`src/rtl/ir_motion_controller_pkg.sv`:
```
// ir_pkg: shared types and constants for the IR motion controller.
//   dir_t      : motion direction encoding (matches the `direction` output)
//   sc_t       : legacy 3-bit state_control code consumed by json_to_uart_top
//   CMD_*      : NEC command codes that the controller acts on
//   *_MSB/LSB  : bit positions of the fields inside a 32-bit NEC frame
//   legacy_code: maps direction + speed extremes onto the legacy code
package ir_pkg;

    typedef enum logic [1:0] {
        DIR_STOP  = 2'b00,
        DIR_LEFT  = 2'b01,
        DIR_RIGHT = 2'b10,
        DIR_FWD   = 2'b11
    } dir_t;

    typedef enum logic [2:0] {
        SC_STOP   = 3'b000,
        SC_LEFT   = 3'b001,
        SC_RIGHT  = 3'b010,
        SC_FAST   = 3'b011,
        SC_MEDIUM = 3'b100,
        SC_SLOW   = 3'b110
    } sc_t;

    localparam logic [7:0] CMD_STOP   = 8'h0C;
    localparam logic [7:0] CMD_LEFT   = 8'h14;
    localparam logic [7:0] CMD_RIGHT  = 8'h18;
    localparam logic [7:0] CMD_FWD    = 8'h16;
    localparam logic [7:0] CMD_SPD_UP = 8'h1B;
    localparam logic [7:0] CMD_SPD_DN = 8'h1F;

    localparam int ADDR_MSB  = 31;
    localparam int ADDR_LSB  = 24;
    localparam int CMD_MSB   = 23;
    localparam int CMD_LSB   = 16;
    localparam int INV_MSB   = 15;
    localparam int INV_LSB   = 8;
    localparam int IADDR_MSB = 7;
    localparam int IADDR_LSB = 0;

    // FORWARD is split into three legacy speed bands; the other directions
    // map one-to-one.
    function automatic sc_t legacy_code(dir_t dir, logic spd_max, logic spd_zero);
        sc_t code;
        case (dir)
            DIR_LEFT:  code = SC_LEFT;
            DIR_RIGHT: code = SC_RIGHT;
            DIR_FWD: begin
                if (spd_max)       code = SC_FAST;
                else if (spd_zero) code = SC_SLOW;
                else               code = SC_MEDIUM;
            end
            default:   code = SC_STOP;
        endcase
        return code;
    endfunction

endpackage

```
`src/rtl/ir_motion_controller_if.sv`:
```
// ir_motion_controller_if: IR receiver strobes in, motion state out.
//   master: drives ir_data/data_ready/repeat_pulse, observes the results
//   slave : the controller
// Handshake: data_ready and repeat_pulse are one-cycle strobes with no
// ready/back-pressure; every strobe is consumed on the clock edge it is
// high, and ir_data is only meaningful while data_ready = 1.
interface ir_motion_controller_if #(
    parameter int SPEED_LEVELS = 4
);
    logic [31:0]                     ir_data;
    logic                            data_ready;
    logic                            repeat_pulse;
    logic [1:0]                      direction;
    logic [$clog2(SPEED_LEVELS)-1:0] speed;
    logic [2:0]                      state_control;
    logic                            cmd_valid;
    logic                            frame_error;
    logic                            timeout;
    logic                            toggle;

    modport master (
        output ir_data, data_ready, repeat_pulse,
        input  direction, speed, state_control, cmd_valid, frame_error, timeout, toggle
    );

    modport slave (
        input  ir_data, data_ready, repeat_pulse,
        output direction, speed, state_control, cmd_valid, frame_error, timeout, toggle
    );
endinterface

```
`src/rtl/ir_motion_controller_deadman_timer.sv`:
```
// ir_deadman_timer: reload/decrement/expire counter.
//   clk, rst : clock, asynchronous active-high reset
//   reload   : load TIMEOUT_CYCLES (takes priority over expiry)
//   run      : decrement enable (motion active)
//   expire   : high in the cycle whose edge takes the count from 1 to 0
// TIMEOUT_CYCLES = 0 leaves the count at 0 so expire never fires.
module ir_deadman_timer #(
    parameter int unsigned TIMEOUT_CYCLES = 5_000_000
) (
    input  logic clk,
    input  logic rst,
    input  logic reload,
    input  logic run,
    output logic expire
);
    localparam int CNT_W = (TIMEOUT_CYCLES == 0) ? 1 : $clog2(TIMEOUT_CYCLES + 1);
    localparam logic [CNT_W-1:0] LOAD = CNT_W'(TIMEOUT_CYCLES);

    logic [CNT_W-1:0] cnt;

    // A reload in the same cycle suppresses expiry.
    assign expire = run && !reload && (cnt == CNT_W'(1));

    always_ff @(posedge clk or posedge rst) begin
        if (rst) begin
            cnt <= '0;
        end else if (reload) begin
            cnt <= LOAD;
        end else if (run && cnt != '0) begin
            cnt <= cnt - CNT_W'(1);
        end
    end
endmodule

```
`src/rtl/ir_motion_controller.sv`:
```
// ir_motion_controller: validates NEC frames / repeat codes and keeps a
// motion direction plus a saturating speed level, with a dead-man stop.
//   clk, rst : clock, asynchronous active-high reset
//   bus      : ir_motion_controller_if.slave (strobes in, registered state out)
module ir_motion_controller
    import ir_pkg::*;
#(
    parameter int unsigned TIMEOUT_CYCLES = 5_000_000,
    parameter int          SPEED_LEVELS   = 4,
    parameter int          SPEED_INIT     = 1,
    parameter bit          ADDR_FILTER_EN = 1'b1,
    parameter logic [7:0]  REMOTE_ADDR    = 8'h00,
    parameter bit          CHECK_INVERSE  = 1'b1
) (
    input logic                   clk,
    input logic                   rst,
    ir_motion_controller_if.slave bus
);
    localparam int SPD_W = $clog2(SPEED_LEVELS);
    localparam logic [SPD_W-1:0] SPD_MAX = SPD_W'(SPEED_LEVELS - 1);
    localparam logic [SPD_W-1:0] SPD_RST = SPD_W'(SPEED_INIT);

    dir_t             dir_q, dir_n;
    logic [SPD_W-1:0] spd_q, spd_n;
    sc_t              sc_q;
    logic [7:0]       last_cmd;
    logic             rpt_armed;
    logic             cmd_valid_q, frame_error_q, timeout_q, toggle_q;

    logic [7:0] f_addr, f_cmd, f_inv, step_cmd;
    logic       addr_ok, inv_ok, accept, rpt_hit, expire;

    assign f_addr = bus.ir_data[ADDR_MSB:ADDR_LSB];
    assign f_cmd  = bus.ir_data[CMD_MSB:CMD_LSB];
    assign f_inv  = bus.ir_data[INV_MSB:INV_LSB];

    assign addr_ok = !ADDR_FILTER_EN || (f_addr == REMOTE_ADDR);
    assign inv_ok  = !CHECK_INVERSE  || (f_inv == ~f_cmd);
    assign accept  = bus.data_ready && addr_ok && inv_ok;
    // A repeat arriving alongside any frame (good or bad) is dropped.
    assign rpt_hit = bus.repeat_pulse && !bus.data_ready && rpt_armed;

    ir_deadman_timer #(
        .TIMEOUT_CYCLES(TIMEOUT_CYCLES)
    ) u_timer (
        .clk    (clk),
        .rst    (rst),
        .reload (accept || rpt_hit),
        .run    (dir_q != DIR_STOP),
        .expire (expire)
    );

    always_comb begin
        dir_n    = dir_q;
        spd_n    = spd_q;
        step_cmd = 8'h00;
        if (accept) begin
            case (f_cmd)
                CMD_STOP:  dir_n = DIR_STOP;
                CMD_LEFT:  dir_n = DIR_LEFT;
                CMD_RIGHT: dir_n = DIR_RIGHT;
                CMD_FWD:   dir_n = DIR_FWD;
                default:   dir_n = dir_q;
            endcase
            step_cmd = f_cmd;
        end else if (rpt_hit) begin
            // Only speed steps are auto-repeated; direction is already set.
            step_cmd = last_cmd;
        end
        if (step_cmd == CMD_SPD_UP && spd_q != SPD_MAX) begin
            spd_n = spd_q + SPD_W'(1);
        end else if (step_cmd == CMD_SPD_DN && spd_q != '0) begin
            spd_n = spd_q - SPD_W'(1);
        end
        // expire is already masked by any reload, so a frame always wins.
        if (expire) begin
            dir_n = DIR_STOP;
        end
    end

    always_ff @(posedge clk or posedge rst) begin
        if (rst) begin
            dir_q         <= DIR_STOP;
            spd_q         <= SPD_RST;
            sc_q          <= SC_STOP;
            last_cmd      <= CMD_STOP;
            rpt_armed     <= 1'b0;
            cmd_valid_q   <= 1'b0;
            frame_error_q <= 1'b0;
            timeout_q     <= 1'b0;
            toggle_q      <= 1'b0;
        end else begin
            dir_q         <= dir_n;
            spd_q         <= spd_n;
            sc_q          <= legacy_code(dir_n, spd_n == SPD_MAX, spd_n == '0);
            cmd_valid_q   <= accept;
            frame_error_q <= bus.data_ready && !accept;
            timeout_q     <= expire;
            if (accept) begin
                toggle_q  <= ~toggle_q;
                last_cmd  <= f_cmd;
                rpt_armed <= 1'b1;
            end else if (expire) begin
                rpt_armed <= 1'b0;
            end
        end
    end

    assign bus.direction     = dir_q;
    assign bus.speed         = spd_q;
    assign bus.state_control = sc_q;
    assign bus.cmd_valid     = cmd_valid_q;
    assign bus.frame_error   = frame_error_q;
    assign bus.timeout       = timeout_q;
    assign bus.toggle        = toggle_q;
endmodule

```
`src/flat_wrapper.sv`:
```
// flat-port wrapper written by rule: the top's interface ports become plain ports
module ir_motion_controller_flat import ir_pkg::*;
#(
    parameter int unsigned TIMEOUT_CYCLES = 5_000_000,
    parameter int          SPEED_LEVELS   = 4,
    parameter int          SPEED_INIT     = 1,
    parameter bit          ADDR_FILTER_EN = 1'b1,
    parameter logic [7:0]  REMOTE_ADDR    = 8'h00,
    parameter bit          CHECK_INVERSE  = 1'b1
)
  (clk, rst, bus_ir_data, bus_data_ready, bus_repeat_pulse, bus_direction, bus_speed, bus_state_control, bus_cmd_valid, bus_frame_error, bus_timeout, bus_toggle);
  ir_motion_controller_if #(.SPEED_LEVELS(SPEED_LEVELS)) bus_i ();
  input logic clk;
  input logic rst;
  input wire logic [$bits(bus_i.ir_data)-1:0] bus_ir_data;
  input wire logic [$bits(bus_i.data_ready)-1:0] bus_data_ready;
  input wire logic [$bits(bus_i.repeat_pulse)-1:0] bus_repeat_pulse;
  output wire logic [$bits(bus_i.direction)-1:0] bus_direction;
  output wire logic [$bits(bus_i.speed)-1:0] bus_speed;
  output wire logic [$bits(bus_i.state_control)-1:0] bus_state_control;
  output wire logic [$bits(bus_i.cmd_valid)-1:0] bus_cmd_valid;
  output wire logic [$bits(bus_i.frame_error)-1:0] bus_frame_error;
  output wire logic [$bits(bus_i.timeout)-1:0] bus_timeout;
  output wire logic [$bits(bus_i.toggle)-1:0] bus_toggle;
  assign bus_i.ir_data = bus_ir_data;
  assign bus_i.data_ready = bus_data_ready;
  assign bus_i.repeat_pulse = bus_repeat_pulse;
  assign bus_direction = bus_i.direction;
  assign bus_speed = bus_i.speed;
  assign bus_state_control = bus_i.state_control;
  assign bus_cmd_valid = bus_i.cmd_valid;
  assign bus_frame_error = bus_i.frame_error;
  assign bus_timeout = bus_i.timeout;
  assign bus_toggle = bus_i.toggle;
  ir_motion_controller #(.TIMEOUT_CYCLES(TIMEOUT_CYCLES), .SPEED_LEVELS(SPEED_LEVELS), .SPEED_INIT(SPEED_INIT), .ADDR_FILTER_EN(ADDR_FILTER_EN), .REMOTE_ADDR(REMOTE_ADDR), .CHECK_INVERSE(CHECK_INVERSE)) u_core (.clk(clk), .rst(rst), .bus(bus_i));
endmodule
```
`config.mk`:
```
export PLATFORM = sky130hd
export DESIGN_NAME = ir_motion_controller_flat
export DESIGN_NICKNAME = d
export VERILOG_FILES = /design/src/rtl/ir_motion_controller_pkg.sv /design/src/rtl/ir_motion_controller_if.sv /design/src/rtl/ir_motion_controller_deadman_timer.sv /design/src/rtl/ir_motion_controller.sv /design/src/flat_wrapper.sv
export SDC_FILE = /design/constraint.sdc
export NUM_CORES = 1
export LEC_CHECK = 0
export CORE_MARGIN = 3
export CORE_UTILIZATION = 33
export CTS_CLUSTER_SIZE = 40
export DETAILED_ROUTE_END_ITERATION = 16
export MAX_ROUTING_LAYER = met4
export PLACE_DENSITY = 0.62
export SYNTH_ARGS = -nofsm -noshare
export SYNTH_HDL_FRONTEND = slang
export SYNTH_HIERARCHICAL = 1
export SYNTH_SLANG_ARGS = --single-unit
```
`constraint.sdc`:
```
create_clock -name clk -period 2.8 [get_ports clk]
set_input_delay 0.28 -clock clk [delete_from_list [all_inputs] [get_ports clk]]
set_output_delay 0.28 -clock clk [all_outputs]
set_load 0.03 [all_outputs]
```
After elaboration in Yosys (flattened, before gate mapping)
Index checks and enable logic that the tools add are counted.
Widths: inputs -> output; s select.
{"block": "classes", "addsub": 3, "eq_ne": 13, "mux": 14, "reduce_logical": 21, "bitwise": 2}
{"operator": "$mux 23", "count": 2}
{"operator": "$eq 8x5->1 const B", "count": 5}
{"operator": "$eq 23x1->1 const B", "count": 1}
{"operator": "$reduce_bool 23->1", "count": 1}
{"operator": "$sub 23x1->23 const B", "count": 1}
{"operator": "$mux 8", "count": 2}
{"operator": "$logic_and 1x1->1", "count": 10}
{"operator": "$mux 2", "count": 5}
{"operator": "$pmux 3 s3", "count": 1}
{"operator": "$eq 8x4->1 const B", "count": 1}
{"operator": "$eq 8x8->1", "count": 1}
{"operator": "$logic_not 8->1", "count": 1}
{"operator": "$not 8->8", "count": 1}
{"operator": "$pmux 2 s4", "count": 1}
{"operator": "$reduce_bool 2->1", "count": 4}
{"operator": "$eq 2x2->1 const B", "count": 3}
{"operator": "$logic_not 1->1", "count": 3}
{"operator": "$mux 3", "count": 1}
{"operator": "$add 2x1->2 const B", "count": 1}
{"operator": "$eq 2x1->1 const B", "count": 1}
{"operator": "$logic_not 2->1", "count": 1}
{"operator": "$mux 1", "count": 2}
{"operator": "$ne 2x2->1 const B", "count": 1}
{"operator": "$sub 2x1->2 const B", "count": 1}
{"operator": "other kinds (2)", "count": 2}
{"block": "totals", "wordCells": 63, "input_bits": 36, "register_bits": 43}

Longest topological paths before layout
Gate-level depths: netlist (run 1).
{"block": "depth", "depth_word": 13, "depth_mapped": 12, "depth_no_buf": 9}

By module
Netlist (run 1), hierarchy kept.
{"module": "ir_deadman_timer", "seq_area_each_um2": 575.6, "area_each_um2": 1331.3, "cells_each": 147, "instances": 1}
{"module": "ir_motion_controller", "seq_area_each_um2": 504.2, "area_each_um2": 1224.9, "cells_each": 114, "instances": 1}

Worst setup path after synthesis (run 1)
Ideal clock, no wire load.
{"block": "synth_path", "path_type": "input to register", "startpoint": "input port bus_ir_data[20]", "endpoint": "register u_core.sc_q[2] (netlist: u_core/bus.state_control[2])", "stages": 12, "arrival_ns": 2.783, "setup_time_ns": 0.073, "slack_ns": -0.056, "path_buffers": 4, "path_cell_list": "buf_4 -> xor2_1 -> nand4_2 -> nor4_1 -> buf_2 -> or2_2 -> buf_1 -> clkbuf_1 -> nor3_1 -> a211o_2 -> a21oi_1 -> nor2b_1"}
{"element": "from (decl)", "line": "flat_wrapper.sv:15", "text": "input wire logic [$bits(bus_i.ir_data)-1:0] bus_ir_data;"}
{"element": "$not 8->8 (*)", "line": "ir_motion_controller.sv:38", "text": "assign inv_ok = !CHECK_INVERSE || (f_inv == ~f_cmd);"}
{"element": "$eq 8x8->1 (*)", "line": "ir_motion_controller.sv:38"}
{"element": "$logic_and 1x1->1 (*)", "line": "ir_motion_controller.sv:39", "text": "assign accept = bus.data_ready && addr_ok && inv_ok;"}
{"element": "$logic_or 1x1->1 (*)", "line": "ir_motion_controller.sv:48", "text": ".reload (accept || rpt_hit),"}
{"element": "$logic_not 1->1 (*)", "line": "ir_motion_controller_deadman_timer.sv:22", "text": "assign expire = run && !reload && (cnt == CNT_W'(1));"}
{"element": "$logic_and 1x1->1 (*) (2 in a row)", "line": "ir_motion_controller_deadman_timer.sv:22"}
{"element": "net u_core.expire", "line": "ir_motion_controller.sv:31", "text": "logic addr_ok, inv_ok, accept, rpt_hit, expire;"}
{"element": "$mux 2 (*)", "line": "ir_motion_controller.sv:76", "text": "if (expire) begin"}
{"element": "$eq 2x2->1 / $eq 2x1->1 (equally long branches)", "line": "ir_motion_controller_pkg.sv:45", "text": "case (dir)"}
{"element": "$pmux 3 s3 (*)", "line": "ir_motion_controller_pkg.sv:45"}
{"element": "to (signal assigned)", "line": "ir_motion_controller.sv:95", "text": "sc_q <= legacy_code(dir_n, spd_n == SPD_MAX, spd_n == '0);"}
{"element": "to (decl)", "line": "ir_motion_controller.sv:25", "text": "sc_t sc_q;"}
The timed path passes the listed nets; every way through them passes the cells marked *.
A chain may end at the register's enable or synchronous reset.

Worst setup path after layout (run 1)
{"block": "layout_path", "startpoint": "register u_core.u_timer.cnt[2]", "endpoint": "register u_core.u_timer.cnt[8]"}
{"block": "layout_via", "elab_chain_len": 3}
{"element": "from (decl)", "line": "ir_motion_controller_deadman_timer.sv:19", "text": "logic [CNT_W-1:0] cnt;"}
{"element": "from (signal assigned)", "line": "ir_motion_controller_deadman_timer.sv:30", "text": "cnt <= cnt - CNT_W'(1);"}
{"element": "$sub 23x1->23 / $reduce_bool 23->1 (equally long branches)", "line": "ir_motion_controller_deadman_timer.sv:30, ir_motion_controller_deadman_timer.sv:29"}
{"element": "$mux 23 / $logic_and 1x1->1 (equally long branches)", "line": "ir_motion_controller_deadman_timer.sv:29", "text": "end else if (run && cnt != '0) begin"}
{"element": "$mux 23 / $reduce_bool 2->1 (equally long branches)"}
Parallel ways exist; a longest one is shown, timed or not. The select of a mux whose other input is x is not followed.

==> run_results.csv, run 1 <==
group,metric,value,unit
status,run_status,"finished, final reports clean",
detailed_routing,wl_met1,2550,um
synthesis,ys.flop_type,"dfrtp_1",
synthesis,ys_ff_latch,43,
synthesis,ys_seq_area_share,42.2,%
worst_setup_path,cpLargestDelayFamily,"simple AND/OR/NAND/NOR gates",
cts,clock_latency,0.29,ns
placement,dpl.hpwl,4140,um
placement,post_dp_cell_area,3120,sq um
finish,n_antenna_cell,0,
finish,final_layout_size_suffix_gt1_share,17.3,%
synthesis,syn-num-nets,302,
synthesis,yosys-mux-area-fraction,3.48,%
floorplanning,initial_utilization,34.7,%
sta,rsz0062_at_grt,"false",
synthesis,async_flop_share,100,%
cts,cts_setup_buffers,0,
cts,clk_path_buf_depth,2,
synthesis,synth_top_area_share,39.2,%
power_and_ir_drop,ir_worst_vdd,0.000165,V
run,drv_cap,0,
worst_setup_path,crit_path_max_fanout,7,
cts,ctsResizeCount,0,
sta,tns,0,ns
placement,port_buffers,38,
floorplanning,die_area,8840,sq um
floorplanning,ios,47,
worst_setup_path,path_buf_inv,1,
cts,cts-hold-fix-buffers,0,
power_and_ir_drop,switching_power,0.000262,W
detailed_routing,num_vias,2077,
detailed_routing,ant_nets,0,
grt,grt_max_degree,27,
synthesis,synthSimpleGateAreaFrac,26.4,%
cts,clk_pin_slew,0.09,ns
finish,final_area,3210,sq um
power_and_ir_drop,swShare,23.5,%
power_and_ir_drop,combPwrFrac,9.3,%
finish,area_growth,25.4,%
sta,maxSlewHeadroom,42.6,%
placement,gp_congestion,0.875,
detailed_routing,route.met3.wl,222,um
worst_setup_path,critPathArrivalTime,2.63,ns
cts,cts_buffers,5,
worst_setup_path,critical_path.cell_chain,"or4_1 -> buf_4 -> nor4_1 -> a21oi_1 -> a211oi_1 -> a31oi_1",
sta,finalCritPeriodShare,89.3,%
cts,cts_tree,"built",
sta,hold_violations,0,
synthesis,synth_area_leader_cell,"dfrtp_1",
synthesis,synth-edff-count,0,
worst_setup_path,cp_slowest_cell,"or4_1",
detailed_routing,finalWirelength,5440,um
cts,clockRootBuffer,"clkbuf_8",
synthesis,netlist_area,2560,sq um
sta,min_period,2.50,ns
detailed_routing,viasPerCell,5.05,
synthesis,synth_compound_gate_area_share,11.9,%
detailed_routing,route.detailed.drc,0,
worst_setup_path,reg2reg_from,"u_core/u_timer/cnt[2]$_DFFE_PP0P_",
sta,tightest_slew,0.860,ns
synthesis,synth.top_cells.by_count,"dfrtp_1 (40), nor2_1 (26), xor2_1 (19)",
cts,clkSinkCount,43,
finish,nets,352,
floorplanning,rows,31,
detailed_routing,dr.pass1.iters,4,
worst_setup_path,worstPathRequired,2.93,ns
floorplanning,core,7370,sq um
synthesis,yosysWarnings,6,
hold_path,hold_class,"in2async",
detailed_routing,dr_wl_met2,2650,um
sta,finalSetupViolCount,0,
synthesis,synth.distinct_cells,60,
synthesis,synth_xor_area_share,8.86,%
sta,drv_slew,0,
synthesis,synth_fa_ha_area_share,2.45,%
synthesis,postSynthCellCount,261,
synthesis,yosysMostFrequentCell,"dfrtp_1",
sta,skew,0.0104,ns
floorplanning,fp.dieW,94.0,um
worst_setup_path,end_kind,"register",
grt,first_global_vias,2109,
worst_setup_path,crit_type,"reg2reg",
floorplanning,die_h,94.0,um
power_and_ir_drop,total_power,0.00112,W
power_and_ir_drop,clkPwrFrac,34.6,%
grt,antenna_found_initial,0,
grt,track_usage,13.5,%
power_and_ir_drop,power_leakage,1.25,nW
power_and_ir_drop,p_per_area,348,nW/um^2
worst_setup_path,slowest_delay,0.67,ns
worst_setup_path,startpoint_type,"register",
synthesis,syn_avg_cell_area,9.79,sq um
detailed_routing,top_layer,"met4",
synthesis,synthTopCellsByArea,"dfrtp_1 (39%), xor2_1 (6.5%), nor2_1 (3.8%), dfstp_2 (3.1%), mux2_2 (3.1%)",
grt,overflow,0,
worst_setup_path,crit_path_start,"u_core/u_timer/cnt[2]$_DFFE_PP0P_",
power_and_ir_drop,p_int,0.000854,W
power_and_ir_drop,p_seq_share,56.1,%
cts,ctsHtreeMaxLevel,2,
sta,timing.fmax,400,MHz
synthesis,synth_top_family_by_area,"simple AND/OR/NAND/NOR gates",
detailed_routing,drt-initial-drc-count,77,
detailed_routing,post_drt_wl_per_cell,13.2,um
grt,grt_pass1_wl,9400,um
==> metrics by stage <==
step	hold WS (ns)	instances	util [%]	setup slack [ns]
2_1_floorplan	0.242	261	-	0.0455
3_3_place_gp	0.459	403	42.3	0.0656
3_5_place_dp	0.460	403	42.3	0.0529
4_1_cts	0.476	411	43.5	0.292
5_1_grt	0.500	411	43.5	0.109
6_report	0.459	411	43.5	0.301
==> cell families (layout without fill, tap and decap cells) <==
family,after synthesis,after routing
adders and majority gates,5,5
DFF,43,43
xor gates and xnor gates,25,25
and+or+nand+nor,110,110
buffers and inverters,25,76
AOI/OAI and AO/OA,45,45
muxes,8,8
==> worst paths after layout <==
path	endpoint	slack, ns	cells past startpoint
min reg2reg	u_core/bus.toggle$_DFFE_PP0P_	0.47	1
max reg2reg	u_core/u_timer/cnt[8]$_DFFE_PP0P_	0.30	6
max	u_core/u_timer/cnt[8]$_DFFE_PP0P_	0.30	6
min in group clk	u_core/bus.toggle$_DFFE_PP0P_	0.47	1
min	u_core/bus.state_control[2]$_DFF_PP0_	0.46	2
max in group asynchronous	u_core/u_timer/cnt[10]$_DFFE_PP0P_	1.76	2
==> final cells by class <==
type	count	area (sq um)
Fill cell	741	4160
Multi-Input combinational cell	193	1360
Sequential cell	43	1080
Timing Repair Buffer	54	500
Tap cell	99	124
Clock buffer	6	72.6
Inverter	14	52.6
Clock inverter	2	12.5
==> power groups by stage <==
stage                     combinational [W]  clock, W  sequential (W)
after CTS                          0.000106  0.000404        0.000625
after floorplan                   0.0000447         0        0.000639
after detailed placement           0.000106         0        0.000638
after global placement             0.000105         0        0.000637
after global routing               0.000115  0.000432        0.000626
final                              0.000104  0.000386        0.000625
==> routing by layer <==
metal | vias up | global-route usage [%]
met3 | 3 | 2.48
met4 | 0 | 3.49
li1 | 1030 | -
met5 | - | -
met2 | 49 | 21.9
met1 | 995 | 17.4
==> state kept, by name, summed over array words and instances, names as in the netlist <==
signal and flops:
u_core/rpt_armed 1, u_core/bus.direction 2, u_core/bus.toggle 1, u_core/bus.speed 2, u_core/bus.cmd_valid 1, u_core/bus.frame_error 1, u_core/bus.state_control 3, u_core/last_cmd 8
u_core/bus.timeout 1, u_core/u_timer/cnt 23
==> cell usage in the layout (no fill, tap or decap), drive strengths merged, types with 5 or more instances in the layout <==
master | synthesis | final
mux2 | 7 | 7
xnor2 | 6 | 6
nor2 | 26 | 26
xor2 | 19 | 19
clkdlybuf4s50 | 0 | 38
clkbuf | 4 | 6
ha | 5 | 5
a21oi | 8 | 8
nor4 | 11 | 11
dfrtp | 40 | 40
nand2 | 11 | 11
nand2b | 6 | 6
buf | 7 | 16
nor3 | 12 | 12
or4 | 6 | 6
or3 | 5 | 5
inv | 14 | 14
o21ai | 10 | 10
o211ai | 5 | 5
(Power assumes the default switching activity.)
==> run 2, diff against run 1 <==
--- a/config.mk
+++ b/config.mk
@@ -7,11 +7,13 @@
 export LEC_CHECK = 0
 export CORE_MARGIN = 3
 export CORE_UTILIZATION = 33
-export CTS_CLUSTER_SIZE = 40
+export CTS_CLUSTER_SIZE = 25
 export DETAILED_ROUTE_END_ITERATION = 16
 export MAX_ROUTING_LAYER = met4
 export PLACE_DENSITY = 0.62
+export SETUP_SLACK_MARGIN = 0.3
 export SYNTH_ARGS = -nofsm -noshare
 export SYNTH_HDL_FRONTEND = slang
 export SYNTH_HIERARCHICAL = 1
 export SYNTH_SLANG_ARGS = --single-unit
+export TNS_END_PERCENT = 50
==> run 2 against run 1 <==
Final area grew 7.4%. Highest routed layer unchanged. Largest power group unchanged. Die area is the same. Hold slack lost 0.19 ns. Sequential share of layout area shrank 2.3 points. Wire length grew 3.4%. Register-to-register slack gained 0.07 ns. Critical path depth is the same. Combinational power grew 11%. Global-route usage grew 0.40 points. Sequential power is essentially flat.
==> run_results.csv, run 2 (synthesized netlist as in run 1, its figures left out) <==
group,metric,value,unit
sta,maxSlewHeadroom,42.3,%
floorplanning,ios,47,
sta,drv_slew,0,
finish,largest_reg_flops,23,
cts,clk_path_buf_depth,2,
finish,most-common-layout-cells,"dfrtp_1 (40), clkdlybuf4s50_1 (31), nor2_1 (26), buf_4 (25), xor2_1 (17)",
sta,finalCritPeriodShare,86.9,%
finish,area_growth,34.7,%
status,run_status,"finished, final reports clean",
power_and_ir_drop,p_seq_share,47.7,%
finish,final_layout_size_suffix_gt1_share,23.3,%
worst_setup_path,end_kind,"register",
power_and_ir_drop,clkPwrFrac,43.5,%
worst_setup_path,ff2ff_setup_slack,0.37,ns
worst_setup_path,crit_type,"reg2reg",
power_and_ir_drop,swShare,20.7,%
grt,track_usage,13.9,%
cts,clk_pin_slew,0.09,ns
run,drv_cap,0,
sta,skew,0.00778,ns
grt,grt_max_degree,24,
grt,overflow,0,
detailed_routing,viasPerCell,4.97,
finish,final_common_cell,"dfrtp_1",
floorplanning,fp.dieW,94.0,um
floorplanning,core,7370,sq um
grt,grt_pass1_wl,9600,um
cts,cts-hold-fix-buffers,0,
detailed_routing,num_vias,2091,
power_and_ir_drop,ir_worst_vdd,0.000229,V
floorplanning,rows,31,
placement,post_dp_cell_area,3170,sq um
finish,nFillCells,720,
power_and_ir_drop,p_int,0.00104,W
placement,port_buffers,38,
cts,clockRootBuffer,"clkbuf_8",
power_and_ir_drop,combPwrFrac,8.8,%
floorplanning,initial_utilization,34.7,%
worst_setup_path,worstPathRequired,3.00,ns
cts,cts_tree,"built",
sta,tns,0,ns
cts,ctsHtreeMaxLevel,2,
grt,antenna_found_initial,0,
finish,n_antenna_cell,0,
detailed_routing,route.detailed.drc,0,
detailed_routing,dr.pass1.iters,4,
cts,clock_latency,0.30,ns
placement,dpl.hpwl,4330,um
worst_setup_path,crit_path_max_fanout,8,
power_and_ir_drop,switching_power,0.000271,W
sta,tightest_slew,0.864,ns
finish,multi_input_area,1460,sq um
finish,top_register,"u_core/u_timer/cnt",
finish,seq_area,1080,sq um
grt,first_global_vias,2081,
cts,cts_buffers,5,
sta,finalSetupViolCount,0,
sta,timing.fmax,411,MHz
detailed_routing,finalWirelength,5630,um
hold_path,hold_class,"in2reg",
finish,final_area,3440,sq um
floorplanning,die_h,94.0,um
placement,gp_congestion,0.848,
detailed_routing,ant_nets,0,
detailed_routing,drt-initial-drc-count,64,
worst_setup_path,startpoint_type,"register",
worst_setup_path,critPathArrivalTime,2.63,ns
cts,clkSinkCount,43,
finish,nets,362,
detailed_routing,post_drt_wl_per_cell,13.4,um
floorplanning,die_area,8840,sq um
power_and_ir_drop,p_per_area,381,nW/um^2
sta,min_period,2.43,ns
power_and_ir_drop,power_leakage,1.42,nW
sta,rsz0062_at_grt,"true",
sta,hold_violations,0,
==> run 2: worst max-delay path, cell delays in order (launching register included) <==
cell and delay (ns):
dfrtp_1 0.44, or4_1 0.70, buf_4 0.21, or4_1 0.41, nor3_1 0.26, a21oi_1 0.10
a31o_2 0.22
==> run 2: power groups by stage <==
stage | Combinational, W | Sequential [W] | Clock (W)
6_report | 0.000115 | 0.000625 | 0.000571
5_1_grt | 0.000126 | 0.000626 | 0.000617
4_1_cts | 0.000109 | 0.000625 | 0.000590
3_5_place_dp | 0.000109 | 0.000638 | 0
3_3_place_gp | 0.000108 | 0.000638 | 0
2_1_floorplan | 0.0000452 | 0.000639 | 0
==> run 2: worst paths after layout <==
kind / from / to / depth (start not counted)
worst max-delay path: u_core/u_timer/cnt[2]$_DFFE_PP0P_ / u_core/u_timer/cnt[21]$_DFFE_PP0P_ / 6
worst min-delay path: bus_data_ready / u_core/bus.frame_error$_DFF_PP0_ / 2
worst max register to register: u_core/u_timer/cnt[2]$_DFFE_PP0P_ / u_core/u_timer/cnt[21]$_DFFE_PP0P_ / 6
worst min register to register: u_core/bus.toggle$_DFFE_PP0P_ / u_core/bus.toggle$_DFFE_PP0P_ / 1
max in group asynchronous: rst / u_core/u_timer/cnt[2]$_DFFE_PP0P_ / 2
min in group asynchronous: rst / u_core/bus.speed[1]$_DFF_PP0_ / 2
==> run 2: layer usage <==
metal | GRT usage, % | part of all wire, % | wire length [um] | vias up
met5 | - | 0 | 0 | -
met1 | 17.7 | 47 | 2630 | 996
met2 | 22.9 | 49 | 2780 | 38
met3 | 2.56 | 3.1 | 173 | 5
met4 | 3.61 | 0.78 | 44 | 0
li1 | - | - | - | 1052
==> run 2: area by class of cell <==
cell class | count | share of cell area, %
Clock inverter | 2 | 1.74
Clock buffer | 6 | 2.11
Timing Repair Buffer | 64 | 17.3
Tap cell | 99 | 3.60
Multi-Input combinational cell | 193 | 42.3
Sequential cell | 43 | 31.4
Inverter | 14 | 1.53
==> run 2: repair_timing <==
item,4_1_cts,5_1_grt
resized for setup,1,21
gates cloned,0,0
setup endpoints to repair,1,6
pin swaps,0,12
setup buffers,0,4
==> run 2: stage by stage <==
| step | worst slack, ns | utilization, % | cells | hold slack, ns | total power (W) |
|---|---|---|---|---|---|
| detailed placement | 0.0421 | 43.0 | 409 | 0.457 | 0.000746 |
| global route | 0.267 | 46.7 | 421 | 0.274 | 0.00137 |
| finish | 0.367 | 46.7 | 421 | 0.267 | 0.00131 |
| global placement | 0.0516 | 43.0 | 409 | 0.456 | 0.000745 |
| CTS | 0.310 | 44.9 | 417 | 0.472 | 0.00132 |
| floorplan | 0.311 | - | 261 | 0.242 | 0.000684 |
==> run 3, diff against run 2 <==
--- a/config.mk
+++ b/config.mk
@@ -11,6 +11,7 @@
 export DETAILED_ROUTE_END_ITERATION = 16
 export MAX_ROUTING_LAYER = met4
 export PLACE_DENSITY = 0.62
+export RECOVER_POWER = 50
 export SETUP_SLACK_MARGIN = 0.3
 export SYNTH_ARGS = -nofsm -noshare
 export SYNTH_HDL_FRONTEND = slang
==> run 3 against run 2 <==
Sequential share of layout area is the same. Count of clock-buffer cells in the layout is the same. First-iteration DRC count is the same. Fmax is essentially flat. Largest power group unchanged.
==> run_results.csv, run 3 (synthesized netlist as in run 1, its figures left out) <==
group,metric,value,unit
grt,first_global_vias,2081,
worst_setup_path,crit_path_max_fanout,8,
cts,clock_latency,0.30,ns
cts,cts-hold-fix-buffers,0,
sta,hold_violations,0,
cts,clockRootBuffer,"clkbuf_8",
grt,grt_max_degree,24,
placement,gp_congestion,0.848,
finish,largest_reg_flops,23,
power_and_ir_drop,p_per_area,381,nW/um^2
floorplanning,die_area,8840,sq um
status,run_status,"finished, final reports clean",
worst_setup_path,worstPathRequired,3.00,ns
power_and_ir_drop,total_power,0.00131,W
finish,top_register,"u_core/u_timer/cnt",
sta,maxSlewHeadroom,42.3,%
worst_setup_path,critPathArrivalTime,2.63,ns
floorplanning,core,7370,sq um
worst_setup_path,r2r_cells,6,
worst_setup_path,startpoint_type,"register",
finish,n_antenna_cell,0,
worst_setup_path,end_kind,"register",
finish,nets,362,
sta,whs,0.267,ns
finish,most-common-layout-cells,"dfrtp_1 (40), nor2_1 (26), clkdlybuf4s50_1 (25), buf_4 (25), xor2_1 (17)",
sta,min_period,2.43,ns
finish,final_common_cell,"dfrtp_1",
cts,clk_pin_slew,0.09,ns
detailed_routing,num_vias,2084,
hold_path,hold_path_depth,2,
floorplanning,rows,31,
grt,antenna_found_initial,0,
sta,tns,0,ns
placement,dpl.hpwl,4330,um
sta,rsz0062_at_grt,"true",
hold_path,hold_class,"in2reg",
cts,clk_path_buf_depth,2,
run,drv_cap,0,
floorplanning,initial_utilization,34.7,%
finish,area_growth,34.7,%
detailed_routing,post_drt_wl_per_cell,13.4,um
floorplanning,fp.dieW,94.0,um
worst_setup_path,crit_type,"reg2reg",
detailed_routing,dr.pass1.iters,4,
power_and_ir_drop,ir_worst_vdd,0.000229,V
sta,finalSetupViolCount,0,
grt,grt_pass1_wl,9600,um
cts,clkSinkCount,43,
grt,overflow,0,
finish,final_layout_size_suffix_gt1_share,23.3,%
power_and_ir_drop,power_leakage,1.44,nW
grt,track_usage,13.9,%
cts,cts_tree,"built",
finish,fin_util,46.7,%
cts,ctsHtreeMaxLevel,2,
detailed_routing,route.detailed.drc,0,
floorplanning,ios,47,
detailed_routing,drt-initial-drc-count,64,
sta,drv_slew,0,
detailed_routing,ant_nets,0,
sta,finalCritPeriodShare,86.9,%
placement,port_buffers,38,
cts,cts_buffers,5,
floorplanning,die_h,94.0,um
detailed_routing,viasPerCell,4.95,
sta,tightest_slew,0.864,ns
sta,skew,0.00775,ns
sta,timing.fmax,411,MHz
detailed_routing,finalWirelength,5620,um
-- run 3: cell types whose count changed in the layout (fill, tap and decap cells not counted), sizes merged --
cell / delta
clkdlybuf4s50: -6
dlygate4sd3: +6
-- run 3: through the flow --
stage               cells  area, sq um  setup slack [ns]
floorplan             261         2570             0.311
global placement      409         3170            0.0516
detailed placement    409         3170            0.0421
CTS                   417         3310             0.310
global route          421         3440             0.267
finish                421         3440             0.365
-- run 3: area by class of cell --
| class | instances | area, sq um |
|---|---|---|
| fill | 720 | 3930 |
| multi-input combinational | 193 | 1460 |
| clock buffer | 6 | 72.6 |
| tap | 99 | 124 |
| clock inverter | 2 | 60.1 |
| sequential | 43 | 1080 |
| timing repair buffer | 64 | 597 |
| inverter | 14 | 52.6 |
-- run 3: final timing paths --
path | start | endpoint | slack (ns)
worst max-delay path | u_core/u_timer/cnt[2]$_DFFE_PP0P_ | u_core/u_timer/cnt[21]$_DFFE_PP0P_ | 0.37
worst min-delay path | bus_data_ready | u_core/bus.frame_error$_DFF_PP0_ | 0.27
worst max register to register | u_core/u_timer/cnt[2]$_DFFE_PP0P_ | u_core/u_timer/cnt[21]$_DFFE_PP0P_ | 0.37
worst min register to register | u_core/bus.toggle$_DFFE_PP0P_ | u_core/bus.toggle$_DFFE_PP0P_ | 0.47
max in group asynchronous | rst | u_core/u_timer/cnt[2]$_DFFE_PP0P_ | 1.64
min in group asynchronous | rst | u_core/bus.speed[1]$_DFF_PP0_ | 0.60
-- run 3: per-layer routing --
metal | vias up | share of wire, % | track usage, %
met4 | 0 | 0.78 | 3.61
met3 | 5 | 2.7 | 2.56
met1 | 995 | 47 | 17.7
li1 | 1053 | - | -
met2 | 31 | 49 | 22.9
met5 | - | 0 | -
-- run 3: power by group --
part / total, W / switching, W / internal (W)
clock network: 0.000571 / 0.000214 / 0.000357
registers: 0.000625 / 0.00000218 / 0.000623
logic: 0.000115 / 0.0000544 / 0.0000605
-- run 3: critical path, cell delays in order, from the launching register on --
cell and delay (ns):
dfrtp_1 0.44, or4_1 0.70, buf_4 0.21, or4_1 0.41
nor3_1 0.26, a21oi_1 0.10, a31o_2 0.22
-- run 3: repair_timing --
action / CTS / global route
pin swaps: 0 / 12
resized for setup: 1 / 21
cloned: 0 / 0
endpoints found under the setup margin: 1 / 6
setup buffers: 0 / 4
hold endpoints to repair: 0 / 0
